### config.mk
export PLATFORM = sky130hd
export DESIGN_NAME = filter_arbiter
export DESIGN_NICKNAME = d
export VERILOG_FILES = /design/src/rtl/filter_arbiter.sv
export SDC_FILE = /design/constraint.sdc
export NUM_CORES = 1
export LEC_CHECK = 0
export ABC_AREA = 0
export CELL_PAD_IN_SITES_DETAIL_PLACEMENT = 1
export CELL_PAD_IN_SITES_GLOBAL_PLACEMENT = 2
export CORE_MARGIN = 2
export CORE_UTILIZATION = 29
export CTS_CLUSTER_SIZE = 24
export DETAILED_ROUTE_END_ITERATION = 10
export PLACE_DENSITY = 0.82
export SETUP_SLACK_MARGIN = 0.15
export SYNTH_ARGS = -nofsm -noshare
export SYNTH_HDL_FRONTEND = slang
export SYNTH_SLANG_ARGS = --single-unit
export TNS_END_PERCENT = 20
### constraint.sdc
create_clock -name clk -period 5.45 [get_ports clk]
set_clock_uncertainty 0.2 [all_clocks]
set_input_delay 0.8175 -clock clk [delete_from_list [all_inputs] [get_ports clk]]
set_output_delay 0.8175 -clock clk [all_outputs]
set_load 0.03 [all_outputs]
### src/rtl/filter_arbiter.sv
// filter_arbiter: round-robin reader over per-filter neighbour buffers.
// Optional FILTER_ARBITER_STATS_EN adds stall_cycles / grant_count.
package filter_arbiter_pkg;
  typedef struct packed {
    logic [7:0]  cell_id;
    logic [15:0] z;
    logic [15:0] y;
    logic [15:0] x;
  } position_data_t;
endpackage

module filter_arbiter
  import filter_arbiter_pkg::*;
#(
  parameter int NUM_FILTER = 8,
  parameter int RD_LATENCY = 1,
  parameter int SKID_DEPTH = 4,
  parameter int DRAIN_WAIT = 4,
  localparam int SW = (NUM_FILTER > 1) ? $clog2(NUM_FILTER) : 1
) (
  input  logic                            clk,
  input  logic                            rst,
  input  logic                            start,
  input  logic                            src_done,
  input  logic [NUM_FILTER-1:0]           filter_empty,
  input  position_data_t [NUM_FILTER-1:0] filter_rd_data,
  output logic [NUM_FILTER-1:0]           filter_rd_en,
  input  logic                            out_ready,
  output logic                            out_valid,
  output position_data_t                  out_data,
  output logic [SW-1:0]                   out_sel,
  output logic                            done
`ifdef FILTER_ARBITER_STATS_EN
  ,
  output logic [31:0]                     stall_cycles,
  output logic [NUM_FILTER-1:0][15:0]     grant_count
`endif
);

  localparam int PW = (SKID_DEPTH > 1) ? $clog2(SKID_DEPTH) : 1;
  localparam int CW = $clog2(SKID_DEPTH + 1);
  localparam int IW = $clog2(RD_LATENCY + 1);
  localparam int DW = (DRAIN_WAIT > 0) ? $clog2(DRAIN_WAIT + 1) : 1;

  typedef enum logic [2:0] {
    S_IDLE,
    S_RUN,
    S_WAIT,
    S_DRAIN,
    S_DONE
  } state_e;

  state_e              state_q;
  logic [DW-1:0]       wcnt_q;
  logic                done_q;
  logic [SW-1:0]       rr_q;
  logic [RD_LATENCY-1:0] valid_q;
  logic [SW-1:0]       sel_q [RD_LATENCY];

  position_data_t      mem_q [SKID_DEPTH];
  logic [SW-1:0]       msel_q [SKID_DEPTH];
  logic [PW-1:0]       wr_q;
  logic [PW-1:0]       rd_q;
  logic [CW-1:0]       cnt_q;

  logic [SW-1:0]       cand;
  logic [SW-1:0]       gnt_idx;
  logic                gnt_ok;
  logic [IW-1:0]       in_flight;
  logic                room;
  logic                rd_act;
  logic                issue;
  logic                push;
  logic                pop;
  logic [SW-1:0]       push_sel;
  position_data_t      push_data;

  function automatic logic [PW-1:0] ptr_inc(
    input logic [PW-1:0] p
  );
    return (p == PW'(SKID_DEPTH - 1)) ? '0 : p + 1'b1;
  endfunction

  // first non-empty buffer at or after the round-robin pointer
  always_comb begin
    gnt_ok  = 1'b0;
    gnt_idx = '0;
    cand    = '0;
    for (int k = 0; k < NUM_FILTER; k++) begin
      cand = SW'((int'(rr_q) + k) % NUM_FILTER);
      if (!gnt_ok && !filter_empty[cand]) begin
        gnt_ok  = 1'b1;
        gnt_idx = cand;
      end
    end
  end

  assign in_flight = IW'($countones(valid_q));
  assign room = (int'(cnt_q) + int'(in_flight) + 1)
                <= SKID_DEPTH;
  assign rd_act = (state_q == S_RUN) ||
                  (state_q == S_WAIT) ||
                  (state_q == S_DRAIN);
  assign issue = rd_act && gnt_ok && room;
  assign filter_rd_en = issue
    ? (NUM_FILTER'(1) << gnt_idx) : '0;

  assign push      = valid_q[RD_LATENCY-1];
  assign push_sel  = sel_q[RD_LATENCY-1];
  assign push_data = filter_rd_data[push_sel];

  assign out_valid = (cnt_q != '0);
  assign out_data  = out_valid ? mem_q[rd_q] : '0;
  assign out_sel   = out_valid ? msel_q[rd_q] : '0;
  assign pop       = out_valid && out_ready;
  assign done      = done_q;

  // phase control: run, settle after src_done, drain, done
  always_ff @(posedge clk or negedge rst) begin
    if (!rst) begin
      state_q <= S_IDLE;
      wcnt_q  <= '0;
      done_q  <= 1'b0;
    end else begin
      unique case (state_q)
        S_IDLE: begin
          if (start) state_q <= S_RUN;
        end
        S_RUN: begin
          if (src_done) begin
            state_q <= S_WAIT;
            wcnt_q  <= DW'(DRAIN_WAIT);
          end
        end
        S_WAIT: begin
          if (wcnt_q == '0) state_q <= S_DRAIN;
          else wcnt_q <= wcnt_q - 1'b1;
        end
        S_DRAIN: begin
          if (&filter_empty && in_flight == '0 &&
              cnt_q == '0) begin
            state_q <= S_DONE;
            done_q  <= 1'b1;
          end
        end
        S_DONE: begin
          if (start) begin
            state_q <= S_RUN;
            done_q  <= 1'b0;
          end
        end
        default: state_q <= S_IDLE;
      endcase
    end
  end

  // pointer advance and read-latency tracking of the source index
  always_ff @(posedge clk or negedge rst) begin
    if (!rst) begin
      rr_q    <= '0;
      valid_q <= '0;
      for (int i = 0; i < RD_LATENCY; i++) sel_q[i] <= '0;
    end else begin
      if (issue)
        rr_q <= (gnt_idx == SW'(NUM_FILTER - 1))
                ? '0 : gnt_idx + 1'b1;
      valid_q[0] <= issue;
      sel_q[0]   <= gnt_idx;
      for (int i = 1; i < RD_LATENCY; i++) begin
        valid_q[i] <= valid_q[i-1];
        sel_q[i]   <= sel_q[i-1];
      end
    end
  end

  // skid FIFO absorbing returning reads while downstream stalls
  always_ff @(posedge clk or negedge rst) begin
    if (!rst) begin
      wr_q  <= '0;
      rd_q  <= '0;
      cnt_q <= '0;
      for (int i = 0; i < SKID_DEPTH; i++) begin
        mem_q[i]  <= '0;
        msel_q[i] <= '0;
      end
    end else begin
      if (push) begin
        mem_q[wr_q]  <= push_data;
        msel_q[wr_q] <= push_sel;
        wr_q         <= ptr_inc(wr_q);
      end
      if (pop) rd_q <= ptr_inc(rd_q);
      if (push && !pop) cnt_q <= cnt_q + 1'b1;
      else if (!push && pop) cnt_q <= cnt_q - 1'b1;
    end
  end

`ifdef FILTER_ARBITER_STATS_EN
  logic [31:0]                 stall_q;
  logic [NUM_FILTER-1:0][15:0] gc_q;

  // stall and per-buffer grant counters, cleared per phase
  always_ff @(posedge clk or negedge rst) begin
    if (!rst) begin
      stall_q <= '0;
      gc_q    <= '0;
    end else if (start) begin
      stall_q <= '0;
      gc_q    <= '0;
    end else begin
      if (out_valid && !out_ready) stall_q <= stall_q + 1'b1;
      for (int i = 0; i < NUM_FILTER; i++)
        if (filter_rd_en[i] && gc_q[i] != 16'hFFFF)
          gc_q[i] <= gc_q[i] + 1'b1;
    end
  end

  assign stall_cycles = stall_q;
  assign grant_count  = gc_q;
`endif

endmodule

==> metrics.txt, run 1 <==
most common cell after layout, fill and taps aside clkdlybuf4s50_1; Clk pin slew, worst setup/hold paths 0.06 ns; Post-synth EDFFs 0; sequential area share after synthesis 41.3%; layout cells sized above 1 16.6%; initial antenna violation count 0; final core occ approximately 43%; Main synth FF type dfrtp_1; postcts setup bufs 0; Nets 2287; CTS root buffer clkbuf_16; syn_area_per_cell 11.5 um2; number of DRC markers in iteration 0 555; Rows 84; Max Fanout on Critical Path 9; fmax between 0.15 and 0.2 GHz; vias in the first global route 14.3k; CP Cell Sequence inv_1 -> ha_4 -> mux4_2 -> mux2i_2 -> o21ai_0 -> a21oi_1 -> o2bb2ai_1 -> o21a_1 -> ha_1 -> ha_1 -> and2_1 -> dlygate4sd2_1; Hold Crit Depth 1; HPWL after DPL 38.8 mm; post-route setup slack approximately 0.38 ns; fillers approximately 5.7k; Unique masters post-synth between 60 and 70; CP Data Required Time 4.43 ns; critical path depth 12; Mapped Cells 1349; DIE HEIGHT approximately 240 um; status finished clean; Crit. End Element output pin; global-route wire length before repair 84.1 mm; Overflow after GRT 0; synthesis-stage register bit count 257; pwr dens 655 nW/um2; Final period util 93.0%; crit-path most repeated cell ha_1; Critical-path top delay cell mux4_2; Finished Layout Cells 2523; Syn. warnings 0; leakage 8.57 nW; Design Power 14.8 mW; post-DR wirelength/cell ~21 um; max incr delay on CP between 0.6 and 0.7 ns; input/output buffers 529; Final min period roughly 5.1 ns; CP delay by family, top multiplexers; RSZ-0062 raised after global routing no; Finish-stage setup viols 0; Critical Path Start Type flop; # IOs 530; peak supply drop 0.351 mV; die area 55600 um2; area of the multi-input gates 8600 um2; worst slew margin relative to its limit 27.1%; Via density approximately 5.1; CP Class flop to output pin; max cap viols 0; Initial Utilization 29.5%; dpl cell area 21400 um2; largest net degree at the start of global routing 141; Buf/Inv on CP 2; Cell Area, Synth about 16000 um2; number of buffers created by CTS 31; Clock Sink Count 257; Hold Fails Final Rpt 0; most frequent cells in the layout 520 x clkdlybuf4s50_1, 252 x dfrtp_1, 246 x nor2_1; GP Congestion 0.873; Die Span X 236 um; H-Tree Depth 1; slew of the pin with the lowest slew margin about 1.1 ns; Final Cell Area between 20000 and 25000 um2; HP Class flop to flop; setup tns final 0 ns; total track usage between 10% and 20%; DRC Markers 0; register area between 6000 and 7000 um2; CP arrival 4.05 ns; async set-reset flop share out of synthesis 100%; Synth-to-Final Area Change 44.8%; drt pass-1 iters 4; latest clock arrival within the worst-skew pair 0.58 ns; dpl cells 2462; clock buffer depth 3; syn_nets 1828; post-route ant nets 0; CTS tree yes; r2r worst-path depth 12; Core Footprint between 50000 and 60000 um2; final WL 53.8 mm; Slew Viols, Final 0; vias after detailed routing 12.8k; pre-CTS setup slack roughly 0.15 ns; Final Hold Slack slightly above 0.3 ns
-- Yosys cell counts, types with 12 or more instances --
| library cell | count | area, um2 |
|---|---|---|
| mux2_2 | 16 | 180 |
| a21oi_1 | 239 | 1200 |
| ha_1 | 17 | 213 |
| nand2_1 | 18 | 67.6 |
| mux2i_1 | 66 | 661 |
| nor2_1 | 246 | 923 |
| buf_2 | 12 | 60.1 |
| o21ai_0 | 12 | 60.1 |
| clkbuf_1 | 88 | 330 |
| dfrtp_1 | 257 | 6430 |
| buf_1 | 17 | 63.8 |
| mux4_2 | 182 | 4100 |
| inv_1 | 20 | 75.1 |
| and2_1 | 66 | 413 |
-- registers in the layout, indices dropped and copies added, names as in the netlist, 2 cells and up --
register	flops
cnt_q	3
mem_q	224
rr_q	3
wcnt_q	3
rd_q	2
wr_q	2
msel_q	12
push_sel	3
state_q	3
-- cells by family (layout without fill, tap and decap cells) --
family	count (synthesis)	count (layout)	share of synthesized area, %
other cells	0	2	0
fa+ha+maj	18	18	1.49
xor+xnor	8	8	0.498
mux	266	266	31.9
compound gates	293	293	10.5
simple gates	366	366	10.6
buf+inv	141	625	3.74
flops	257	257	41.3
-- final timing paths --
path,startpoint,to,slack [ns]
max in group asynchronous,rst,mem_q[221],3.16
hold reg to reg,msel_q[1],msel_q[1],0.30
hold / removal,msel_q[1],msel_q[1],0.30
setup / recovery,rr_q[1],filter_rd_en[7],0.38
setup reg to reg,rr_q[1],rr_q[2],1.91
min in group asynchronous,rst,mem_q[190],0.60
-- timing repair --
item / in CTS / in global routing
endpoints found under the setup margin: 1 / 1
endpoints found under the hold margin: 14 / 0
hold buffers: 1 / 0
resized for setup: 3 / 4
-- power breakdown --
group / leakage, nW / total (mW) / switching (mW) / internal (mW)
sequential: 2.76 / 3.65 / 0.839 / 2.81
combinational: 5.27 / 8.92 / 4.72 / 4.20
clock: 0.543 / 2.20 / 0.837 / 1.36
-- worst register-to-register path, stage by stage, from the launching register on --
cell and delay [ns]:
dfrtp_1 0.34, inv_1 0.14, ha_4 0.38, mux4_2 0.63, mux2i_2 0.27, o21ai_0 0.13, a21oi_1 0.26, o2bb2ai_1 0.24
o21a_1 0.23, ha_1 0.20, ha_1 0.25, nand2_1 0.06, o21ai_1 0.07
-- routing by layer --
layer / vias up / part of all wire, % / global-route usage (%)
met4: 0 / 1.6 / 3.36
met5: - / 0 / 0
met1: 6552 / 43 / 24.9
met3: 48 / 4.7 / 3.00
li1: 5885 / - / -
met2: 357 / 50 / 34.1
-- layout make-up --
class	instances	share of cell area, %
antenna	2	0.0222
inverter	20	0.333
tap	688	3.82
timing repair buffer	547	24.3
clock inverter	15	0.904
clock buffer	43	3.91
multi-input combinational	951	38.2
sequential	257	28.6
Note: power is estimated with default switching activity, not from simulation.
==> run 2: changes to the inputs <==
--- a/config.mk
+++ b/config.mk
@@ -9,10 +9,11 @@
 export CELL_PAD_IN_SITES_DETAIL_PLACEMENT = 1
 export CELL_PAD_IN_SITES_GLOBAL_PLACEMENT = 2
 export CORE_MARGIN = 2
-export CORE_UTILIZATION = 29
+export CORE_UTILIZATION = 30
+export CTS_BUF_LIST = sky130_fd_sc_hd__clkbuf_8
 export CTS_CLUSTER_SIZE = 24
 export DETAILED_ROUTE_END_ITERATION = 10
-export PLACE_DENSITY = 0.82
+export PLACE_DENSITY = 0.84
 export SETUP_SLACK_MARGIN = 0.15
 export SYNTH_ARGS = -nofsm -noshare
 export SYNTH_HDL_FRONTEND = slang
==> metrics.txt, run 2 (synthesized netlist as in run 1, its figures left out) <==
GP Congestion 0.814 (-6.8%); slew of the pin with the lowest slew margin 1.14 ns (+0.0458 ns); die area 53800 um2 (-3.3%); biggest regs mem_q (224), msel_q (12); most frequent cells in the layout 520 x clkdlybuf4s50_1, 252 x dfrtp_1, 246 x nor2_1; # IOs 530 (unchanged); Crit. End Element output pin; Clock Sink Count 257 (unchanged); reg2reg setup slack 1.97 ns (+0.06 ns); Overflow after GRT 0 (unchanged); met3 WL 3.34 mm (+32%); r2r worst-path depth 12 (unchanged); latest clock arrival within the worst-skew pair 0.59 ns (about the same); final core occ 43.8% (+1.2 points); post-route setup slack 0.434 ns (+0.0505 ns); area of the multi-input gates 8590 um2 (-0.16%); Final Hold Slack 0.305 ns (+0.0000590 ns); Rows 83 (-1.2%); Initial Utilization 30.4% (+0.90 points); pwr dens 648 nW/um2 (-1.1%); Top Metal Used met5; vias in the first global route 14.6k (+2.1%); Finish-stage setup viols 0 (unchanged); share of power burned in registers 24.9% (+0.2 points); vias after detailed routing 13.1k (+1.9%); Design Power 14.6 mW (-1.4%); pre-CTS setup slack 0.228 ns (+0.0773 ns); setup tns final 0 ns (unchanged); fillers 5543 (-2.1%); P_int 8.11 mW (-3.1%); largest net degree at the start of global routing 124 (-12%); RSZ-0062 raised after global routing no; max reg flops 224 (unchanged); number of DRC markers in iteration 0 667 (+20%); post-DR wirelength/cell 21.4 um (+0.55%); clock buffer depth 3 (unchanged); Via density 5.14 (+0.96%); status finished clean; Gate power share 62.1% (+1.7 points); CTS root buffer clkbuf_8; CP Capture Point filter_rd_en[7]; number of buffers created by CTS 49 (+58%); Critical Path Start Type flop; reg2reg end rr_q[2]; post-route ant nets 0 (unchanged); CP Class flop to output pin; met2 WL 27.7 mm (+2.2%); most common cell after layout, fill and taps aside clkdlybuf4s50_1; register area 6450 um2 (unchanged); drt pass-1 iters 4 (unchanged); DIE HEIGHT 232 um (-1.7%); CP arrival 4.00 ns (-0.05 ns); Max Fanout on Critical Path 8 (-1); input/output buffers 529 (unchanged); dpl cells 2458 (-0.16%); dpl cell area 21500 um2 (+0.21%); postcts setup bufs 0 (unchanged); Slew Viols, Final 0 (unchanged); Final Cell Area 22500 um2 (-0.33%); total track usage 20.2% (+1.0 points); Reg with most FFs mem_q; peak supply drop 0.347 mV (-1.1%); worst slew margin relative to its limit 24.1% (-3.1 points); CTS tree yes; Reg-to-Reg Start rr_q[0]; H-Tree Depth 2 (+1); Final period util 92.0% (-0.93 points); crit path launch rr_q[0]; Clk pin slew, worst setup/hold paths 0.07 ns (about the same); initial antenna violation count 3 (+3); Clock power frac 13.1% (-1.8 points); layout cells sized above 1 17.4% (+0.81 points); Hold Fails Final Rpt 0 (unchanged); Switch Pwr 6.44 mW (+0.74%); Core Footprint 51300 um2 (-3.0%); max cap viols 0 (unchanged); Sw Ratio 44.3% (+0.95 points); Synth-to-Final Area Change 44.3%; HPWL after DPL 39.2 mm (+0.99%); global-route wire length before repair 84.5 mm (+0.48%); final WL 54.6 mm (+1.5%); Finished Layout Cells 2546 (+0.91%); Final min period 5.02 ns (-0.0505 ns); fmax 0.199 GHz (+1.0%); leakage 8.61 nW (+0.50%); Metal-1 WL 22.6 mm (-3.0%); HP Class flop to flop; DRC Markers 0 (unchanged); CP Data Required Time 4.43 ns (about the same); Die Span X 232 um (-1.7%); Nets 2309 (+0.96%)
## run 2: worst min-delay path by stage
stage,cells past startpoint,to,start,slack (ns)
after global routing,1,msel_q[0],msel_q[0],0.32
after floorplan,1,msel_q[3],msel_q[3],0.28
after CTS,1,msel_q[5],msel_q[5],0.31
final,1,msel_q[0],msel_q[0],0.30
after global placement,1,msel_q[6],msel_q[6],0.28
after detailed placement,1,msel_q[5],msel_q[5],0.29
## run 2: cell type report
cell class	count	share of cell area [%]
Inverter	20	0.334
Clock buffer	62	3.80
Multi-Input combinational cell	951	38.2
Clock inverter	22	0.546
Tap cell	680	3.79
Antenna cell	3	0.0334
Timing Repair Buffer	551	24.6
Sequential cell	257	28.7
## run 2: routing by layer
layer	track usage, %	vias up
li1	-	5940
met1	25.5	6685
met2	35.3	401
met3	3.95	54
met4	5.05	4
met5	0	-
## run 2: timing repair
item,4_1_cts,5_1_grt
endpoints found under the setup margin,1,1
hold endpoints to repair,72,0
hold buffers,1,0
gates resized for setup,3,2
## run 2: power groups by stage
stage,Combinational [mW],Sequential (mW),Clock (mW)
floorplan,6.50,3.13,0
global placement,8.90,3.59,0
detailed placement,9.15,3.67,0
CTS,9.17,3.64,1.99
global route,9.83,3.77,2.07
finish,9.03,3.62,1.90
## run 2: critical path, stage by stage, from the launching register on
cell           delay (ns)
dfrtp_1              0.34
inv_1                0.08
ha_2                 0.42
mux4_2               0.64
mux2i_2              0.33
o31ai_1              0.12
a221o_1              0.30
nand2_1              0.09
o21ai_0              0.17
ha_1                 0.25
ha_1                 0.19
and2_1               0.13
dlygate4sd2_1        0.35
